===== src/rtl/ecg_fp_pkg.sv =====
// rtl/ecg_fp_pkg.sv - shared FP32 word type, constants and sequencer state encoding
package ecg_fp_pkg;
   localparam int DW            = 32;
   localparam int NTAPS_DEFAULT = 16;

   typedef logic [DW-1:0] fp32_t;

   localparam fp32_t FP32_ZERO = 32'h0000_0000;

   localparam logic [0:0] ST_IDLE  = 1'b0;
   localparam logic [0:0] ST_ISSUE = 1'b1;
endpackage


===== src/rtl/fir_tap_sequencer_if.sv =====
// rtl/fir_tap_sequencer_if.sv - sample, coefficient and operand-pair links of the tap sequencer
interface fir_tap_sequencer_if
   import ecg_fp_pkg::*;
#(
   parameter int NTAPS = NTAPS_DEFAULT,
   parameter int AW    = $clog2(NTAPS)
);
   logic          s_valid;
   fp32_t         s_data;
   logic          s_ready;
   logic          coef_we;
   logic [AW-1:0] coef_addr;
   fp32_t         coef_data;
   logic          coef_err;
   logic          m_valid;
   logic          m_ready;
   fp32_t         m_a;
   fp32_t         m_b;
   logic          m_first;
   logic          m_last;
   logic          busy;

   modport master (
      output s_valid, s_data, coef_we, coef_addr, coef_data, m_ready,
      input  s_ready, coef_err, m_valid, m_a, m_b, m_first, m_last, busy
   );

   modport slave (
      input  s_valid, s_data, coef_we, coef_addr, coef_data, m_ready,
      output s_ready, coef_err, m_valid, m_a, m_b, m_first, m_last, busy
   );
endinterface


===== src/rtl/fir_delay_ram.sv =====
// rtl/fir_delay_ram.sv - circular sample delay line, one write port, one async read port
module fir_delay_ram
   import ecg_fp_pkg::*;
#(
   parameter int NTAPS = NTAPS_DEFAULT,
   parameter int AW    = $clog2(NTAPS)
) (
   input  logic          clk,
   input  logic          rst_n,
   input  logic          we,
   input  logic [AW-1:0] waddr,
   input  fp32_t         wdata,
   input  logic [AW-1:0] raddr,
   output fp32_t         rdata
);
   fp32_t mem_q [NTAPS];
   fp32_t mem_d [NTAPS];

   always_comb begin
      mem_d = mem_q;
      if (we) mem_d[waddr] = wdata;
   end

   always_ff @(posedge clk or negedge rst_n) begin
      if (!rst_n) begin
         for (int i = 0; i < NTAPS; i++) mem_q[i] <= FP32_ZERO;
      end else begin
         mem_q <= mem_d;
      end
   end

   assign rdata = mem_q[raddr];
endmodule


===== src/rtl/fir_tap_sequencer.sv =====
// rtl/fir_tap_sequencer.sv - streams (x[n-k], h[k]) operand pairs for each accepted FP32 sample
module fir_tap_sequencer
   import ecg_fp_pkg::*;
#(
   parameter int NTAPS = NTAPS_DEFAULT,
   parameter int AW    = $clog2(NTAPS)
) (
   input  logic               clk,
   input  logic               rst_n,
   fir_tap_sequencer_if.slave bus
);
   localparam logic [AW-1:0] LAST_TAP = AW'(NTAPS - 1);

   logic [0:0]    state_q, state_d;
   logic [AW-1:0] wr_ptr_q, wr_ptr_d;
   logic [AW-1:0] base_q, base_d;
   logic [AW-1:0] tap_q, tap_d;
   logic          m_valid_q, m_valid_d;
   fp32_t         m_a_q, m_a_d;
   fp32_t         m_b_q, m_b_d;
   logic          coef_err_q, coef_err_d;
   fp32_t         coef_q [NTAPS];
   fp32_t         coef_d [NTAPS];

   logic          accept;
   logic          hs;
   logic [AW-1:0] tap_nxt;
   logic [AW-1:0] rd_addr;
   fp32_t         rd_data;

   assign accept  = (state_q == ST_IDLE) && bus.s_valid;
   assign hs      = m_valid_q && bus.m_ready;
   assign tap_nxt = tap_q + 1'b1;
   // Prefetch address for the pair after the current one; wraps modulo NTAPS.
   assign rd_addr = base_q - tap_nxt;

   fir_delay_ram #(.NTAPS(NTAPS), .AW(AW)) u_delay (
      .clk   (clk),
      .rst_n (rst_n),
      .we    (accept),
      .waddr (wr_ptr_q),
      .wdata (bus.s_data),
      .raddr (rd_addr),
      .rdata (rd_data)
   );

   always_comb begin
      state_d    = state_q;
      wr_ptr_d   = wr_ptr_q;
      base_d     = base_q;
      tap_d      = tap_q;
      m_valid_d  = m_valid_q;
      m_a_d      = m_a_q;
      m_b_d      = m_b_q;
      coef_d     = coef_q;
      coef_err_d = 1'b0;

      if (bus.coef_we) begin
         if (state_q == ST_IDLE) coef_d[bus.coef_addr] = bus.coef_data;
         else                    coef_err_d = 1'b1;
      end

      if (state_q == ST_IDLE) begin
         if (bus.s_valid) begin
            // Tap 0 bypasses the RAM and sees the coefficient bank before any same-cycle write.
            state_d   = ST_ISSUE;
            base_d    = wr_ptr_q;
            tap_d     = '0;
            m_valid_d = 1'b1;
            m_a_d     = bus.s_data;
            m_b_d     = coef_q[0];
         end
      end else if (hs) begin
         if (tap_q == LAST_TAP) begin
            state_d   = ST_IDLE;
            m_valid_d = 1'b0;
            tap_d     = '0;
            wr_ptr_d  = wr_ptr_q + 1'b1;
         end else begin
            tap_d = tap_nxt;
            m_a_d = rd_data;
            m_b_d = coef_q[tap_nxt];
         end
      end
   end

   always_ff @(posedge clk or negedge rst_n) begin
      if (!rst_n) begin
         state_q    <= ST_IDLE;
         wr_ptr_q   <= '0;
         base_q     <= '0;
         tap_q      <= '0;
         m_valid_q  <= 1'b0;
         m_a_q      <= FP32_ZERO;
         m_b_q      <= FP32_ZERO;
         coef_err_q <= 1'b0;
         for (int i = 0; i < NTAPS; i++) coef_q[i] <= FP32_ZERO;
      end else begin
         state_q    <= state_d;
         wr_ptr_q   <= wr_ptr_d;
         base_q     <= base_d;
         tap_q      <= tap_d;
         m_valid_q  <= m_valid_d;
         m_a_q      <= m_a_d;
         m_b_q      <= m_b_d;
         coef_err_q <= coef_err_d;
         coef_q     <= coef_d;
      end
   end

   assign bus.s_ready  = (state_q == ST_IDLE);
   assign bus.busy     = (state_q == ST_ISSUE);
   assign bus.m_valid  = m_valid_q;
   assign bus.m_a      = m_a_q;
   assign bus.m_b      = m_b_q;
   assign bus.m_first  = m_valid_q && (tap_q == '0);
   assign bus.m_last   = m_valid_q && (tap_q == LAST_TAP);
   assign bus.coef_err = coef_err_q;
endmodule


===== src/flat_wrapper.sv =====
// flat-port wrapper written by rule: the top's interface ports become plain ports
module fir_tap_sequencer_flat import ecg_fp_pkg::*;
#(
   parameter int NTAPS = NTAPS_DEFAULT,
   parameter int AW    = $clog2(NTAPS)
)
  (clk, rst_n, bus_s_valid, bus_s_data, bus_coef_we, bus_coef_addr, bus_coef_data, bus_m_ready, bus_s_ready, bus_coef_err, bus_m_valid, bus_m_a, bus_m_b, bus_m_first, bus_m_last, bus_busy);
  fir_tap_sequencer_if #(.NTAPS(NTAPS), .AW(AW)) bus_i ();
  input  logic clk;
  input  logic rst_n;
  input wire logic [$bits(bus_i.s_valid)-1:0] bus_s_valid;
  input wire logic [$bits(bus_i.s_data)-1:0] bus_s_data;
  input wire logic [$bits(bus_i.coef_we)-1:0] bus_coef_we;
  input wire logic [$bits(bus_i.coef_addr)-1:0] bus_coef_addr;
  input wire logic [$bits(bus_i.coef_data)-1:0] bus_coef_data;
  input wire logic [$bits(bus_i.m_ready)-1:0] bus_m_ready;
  output wire logic [$bits(bus_i.s_ready)-1:0] bus_s_ready;
  output wire logic [$bits(bus_i.coef_err)-1:0] bus_coef_err;
  output wire logic [$bits(bus_i.m_valid)-1:0] bus_m_valid;
  output wire logic [$bits(bus_i.m_a)-1:0] bus_m_a;
  output wire logic [$bits(bus_i.m_b)-1:0] bus_m_b;
  output wire logic [$bits(bus_i.m_first)-1:0] bus_m_first;
  output wire logic [$bits(bus_i.m_last)-1:0] bus_m_last;
  output wire logic [$bits(bus_i.busy)-1:0] bus_busy;
  assign bus_i.s_valid = bus_s_valid;
  assign bus_i.s_data = bus_s_data;
  assign bus_i.coef_we = bus_coef_we;
  assign bus_i.coef_addr = bus_coef_addr;
  assign bus_i.coef_data = bus_coef_data;
  assign bus_i.m_ready = bus_m_ready;
  assign bus_s_ready = bus_i.s_ready;
  assign bus_coef_err = bus_i.coef_err;
  assign bus_m_valid = bus_i.m_valid;
  assign bus_m_a = bus_i.m_a;
  assign bus_m_b = bus_i.m_b;
  assign bus_m_first = bus_i.m_first;
  assign bus_m_last = bus_i.m_last;
  assign bus_busy = bus_i.busy;
  fir_tap_sequencer #(.NTAPS(NTAPS), .AW(AW)) u_core (.clk(clk), .rst_n(rst_n), .bus(bus_i));
endmodule

===== config.mk =====
export PLATFORM = sky130hd
export DESIGN_NAME = fir_tap_sequencer_flat
export DESIGN_NICKNAME = d
export VERILOG_FILES = /design/src/rtl/ecg_fp_pkg.sv /design/src/rtl/fir_tap_sequencer_if.sv /design/src/rtl/fir_delay_ram.sv /design/src/rtl/fir_tap_sequencer.sv /design/src/flat_wrapper.sv
export SDC_FILE = /design/constraint.sdc
export NUM_CORES = 2
export LEC_CHECK = 0
export ABC_AREA = 1
export BUFFER_PORTS_ARGS = -buffer_cell sky130_fd_sc_hd__buf_2
export CORE_ASPECT_RATIO = 2
export CORE_MARGIN = 2
export CORE_UTILIZATION = 35
export DETAILED_ROUTE_END_ITERATION = 12
export PLACE_DENSITY = 0.52
export SLEW_MARGIN = 20
export SYNTH_ARGS = -nofsm -noshare
export SYNTH_HDL_FRONTEND = slang
export SYNTH_HIERARCHICAL = 1
export SYNTH_SLANG_ARGS = --single-unit

===== constraint.sdc =====
create_clock -name clk -period 4.4 [get_ports clk]
set_input_delay 0.22 -clock clk [delete_from_list [all_inputs] [get_ports clk]]
set_output_delay 0.22 -clock clk [all_outputs]
set_load 0.05 [all_outputs]

==> out/summary.txt <==
Top Metal Used -> met4
Final Max Slew Viols -> 0
WL met2 -> 89700 um
Slew @ Worst Pin -> 1070 ps
nets -> 6609
sequential fraction of the synthesis area -> 53.7%
most frequent cells in the layout -> 2432 x nand2_1, 1101 x dfrtp_1, 998 x o21ai_0, 818 x nand3_1, 501 x inv_1
Reg-to-Reg Start -> u_core/tap_q[0]
period utilization -> 77.0%
Starting DRT DRC Count -> 3331
Worst setup EP type -> flop
Worst setup startpoint -> u_core/tap_q[0]
Die ar. -> 150000 um2
CTS sink cnt -> 1103
M1 WL -> 68100 um
clk buf depth -> 3
CP endpoint -> u_core/bus.m_a[13]
worst vdd ir -> 0.00202 V
syn nets -> 6679
FF-to-FF End -> u_core/bus.m_a[13]
Worst Hold Class -> in2reg
Synth cell types -> 39
synth top area cells -> dfrtp_1 54%, nand2_1 18%, o21ai_0 9.7%, nand3_1 8.0%, inv_1 3.7%
Mapped Cells -> 6599
Worst-path clk slew -> 60 ps
Final min period -> 3390 ps
pin count of the biggest net entering global routing -> 164
CTS root buf -> clkbuf_16
Vias/cell -> 5.10
I/O Buffers -> 142
routed wire length per instance -> 20.1 um
Residual DRC -> 0
Die Span Y -> 546 um
CTS buffer count -> 106
# setup viols final -> 0
GRT overflow -> 0
Max Cap Viol -> 0
LEAKAGE -> 27.1 nW
syn avg cell area -> 7.79 um2
Worst Path Max Fanout -> 32
vias in the first global route -> 43500
H-tree depth -> 3
leading area contributor after synthesis -> dfrtp_1
Ports -> 143
hpwl dp -> 97800 um
DR vias -> 43400
Hold Crit Depth -> 3
Core Region -> 146000 um2
# rows -> 198
Non-Filler Instances -> 8513
Final Skew -> 14.1 ps
top-area cell type share of the netlist area -> 53.7%
Routed Antenna Nets -> 0
Pwr Density -> 746 nW/um2
wire length on met3 -> 7120 um
Max-slew headroom -> 28.8%
Starting Density -> 35.3%
Chip Width -> 275 um
RSZ-0062 raised after global routing -> no
initial antenna violation count -> 2
Worst Path Required -> 4990 ps
FMAX -> 295 MHz
Total GRT Usage -> 23.0%
area grow syn2layout -> 12.3%
synth warn -> 6
GPL Wtd Cong -> 0.791
Setup Fix Bufs, Post-CTS -> 0
Worst-Skew Late Latency -> 680 ps
Cell Area, Synth -> 51400 um2
final hold viol count -> 0
Worst Path Arrival -> 3980 ps
CTS tree -> built
dpl cells -> 8283
FF-to-FF path depth -> 13
Worst Setup Start Kind -> flop
overall routed net length -> 171000 um
share of layout cells above drive strength 1 -> 7.49%
Crit Path Category -> reg2reg
leading cell type in the layout, fill and taps excluded -> nand2_1
status -> finished, final reports clean
worst reg-to-reg setup slack -> 1010 ps
first-pass GRT wire length -> 266000 um
FF+latch count, synth -> 1103
Setup TNS -> 0 ps
Detailed Routing Iterations Pass 1 -> 5
==> worst min path at each step <==
stage	start	to	slack [ps]
finish	bus_coef_data[19]	u_core/coef_q[115]	40
global route	bus_coef_data[19]	u_core/coef_q[19]	50
CTS	bus_coef_data[19]	u_core/coef_q[115]	10
detailed placement	rst_n	u_core/coef_q[245]	350
global placement	rst_n	u_core/coef_q[245]	350
floorplan	rst_n	u_core/base_q[0]	-80
==> layer usage <==
metal,vias to the layer above,GRT usage (%)
li1,20800,-
met1,21200,27.0
met2,1072,42.4
met3,306,2.48
met4,0,8.38
met5,-,0
==> per-stage QoR <==
step	setup slack [ps]	utilization (%)	hold WS [ps]	power (W)	area (um2)
after floorplan	1090	-	-75.6	0.0263	51400
after global placement	1010	36.9	352	0.0336	53700
after detailed placement	1010	36.9	345	0.0336	53700
after CTS	990	39.6	12.5	0.0434	57700
after global routing	804	39.6	52.6	0.0459	57700
final	1010	39.6	40.6	0.0431	57700
==> power by group <==
group | internal, W | switching, W | total, W
clock | 0.00557 | 0.00408 | 0.00965
sequential | 0.0109 | 0.000497 | 0.0114
combinational | 0.00624 | 0.0158 | 0.0220
total | 0.0227 | 0.0204 | 0.0431
==> worst max-delay path: stages, from the launching register on <==
cell	delay, ps
dfrtp_4	520
ha_1	230
nor2_1	220
inv_1	110
nand2_4	70
ha_1	190
nand2_1	70
o21ai_0	460
xor2_4	200
buf_4	640
nand3_1	190
nand2_1	100
nand2_1	50
a31oi_1	210
==> synth_stat cells (all sizes together) <==
master / count
a21oi: 2
nor2: 117
fa: 1
or2: 15
o22ai: 2
nand2: 2456
inv: 512
o21ai: 1051
nand3: 824
buf: 249
nand4: 2
mux2: 1
xor2: 4
and3: 1
a31oi: 32
xnor2: 3
clkbuf: 212
clkinv: 3
ha: 6
dfrtp: 1103
nor3: 3
==> flip-flops by register name, summed over array words and instances (netlist names) <==
name                  cells
u_core/bus.busy           1
u_core/tap_q              4
u_core/bus.m_valid        1
u_core/bus.m_b           32
u_core/base_q             4
u_core/bus.m_a           32
u_core/wr_ptr_q           4
u_core/coef_q           512
u_core/bus.coef_err       1
u_core/u_delay/mem_q    512
==> cell families after synthesis <==
logic type	after synthesis	synth area share [%]
AO/OA/AOI/OAI	1087	10.7
XOR/XNOR	7	0.134
adder cells (fa/ha/maj)	7	0.185
buffers and inverters	976	7.85
flip-flops	1103	53.7
multiplexers	1	0.0219
AND/OR/NAND/NOR	3418	27.4
==> final cells by class <==
class | count | area (um2)
clock buffers | 161 | 3190
clock inverters | 30 | 427
fillers | 15400 | 88000
inverters | 515 | 1960
repair buffers | 283 | 2290
multi-input cells | 4520 | 19900
well taps | 1900 | 2380
flip-flops and latches | 1103 | 27600
diodes | 1 | 2.50
==> repair_timing <==
item | 4_1_cts | 5_1_grt
setup endpoints to repair | 0 | 0
hold endpoints to repair | 288 | 0
resized for setup | 0 | 0
hold buffers | 38 | 0
(Power assumes the default switching activity.)
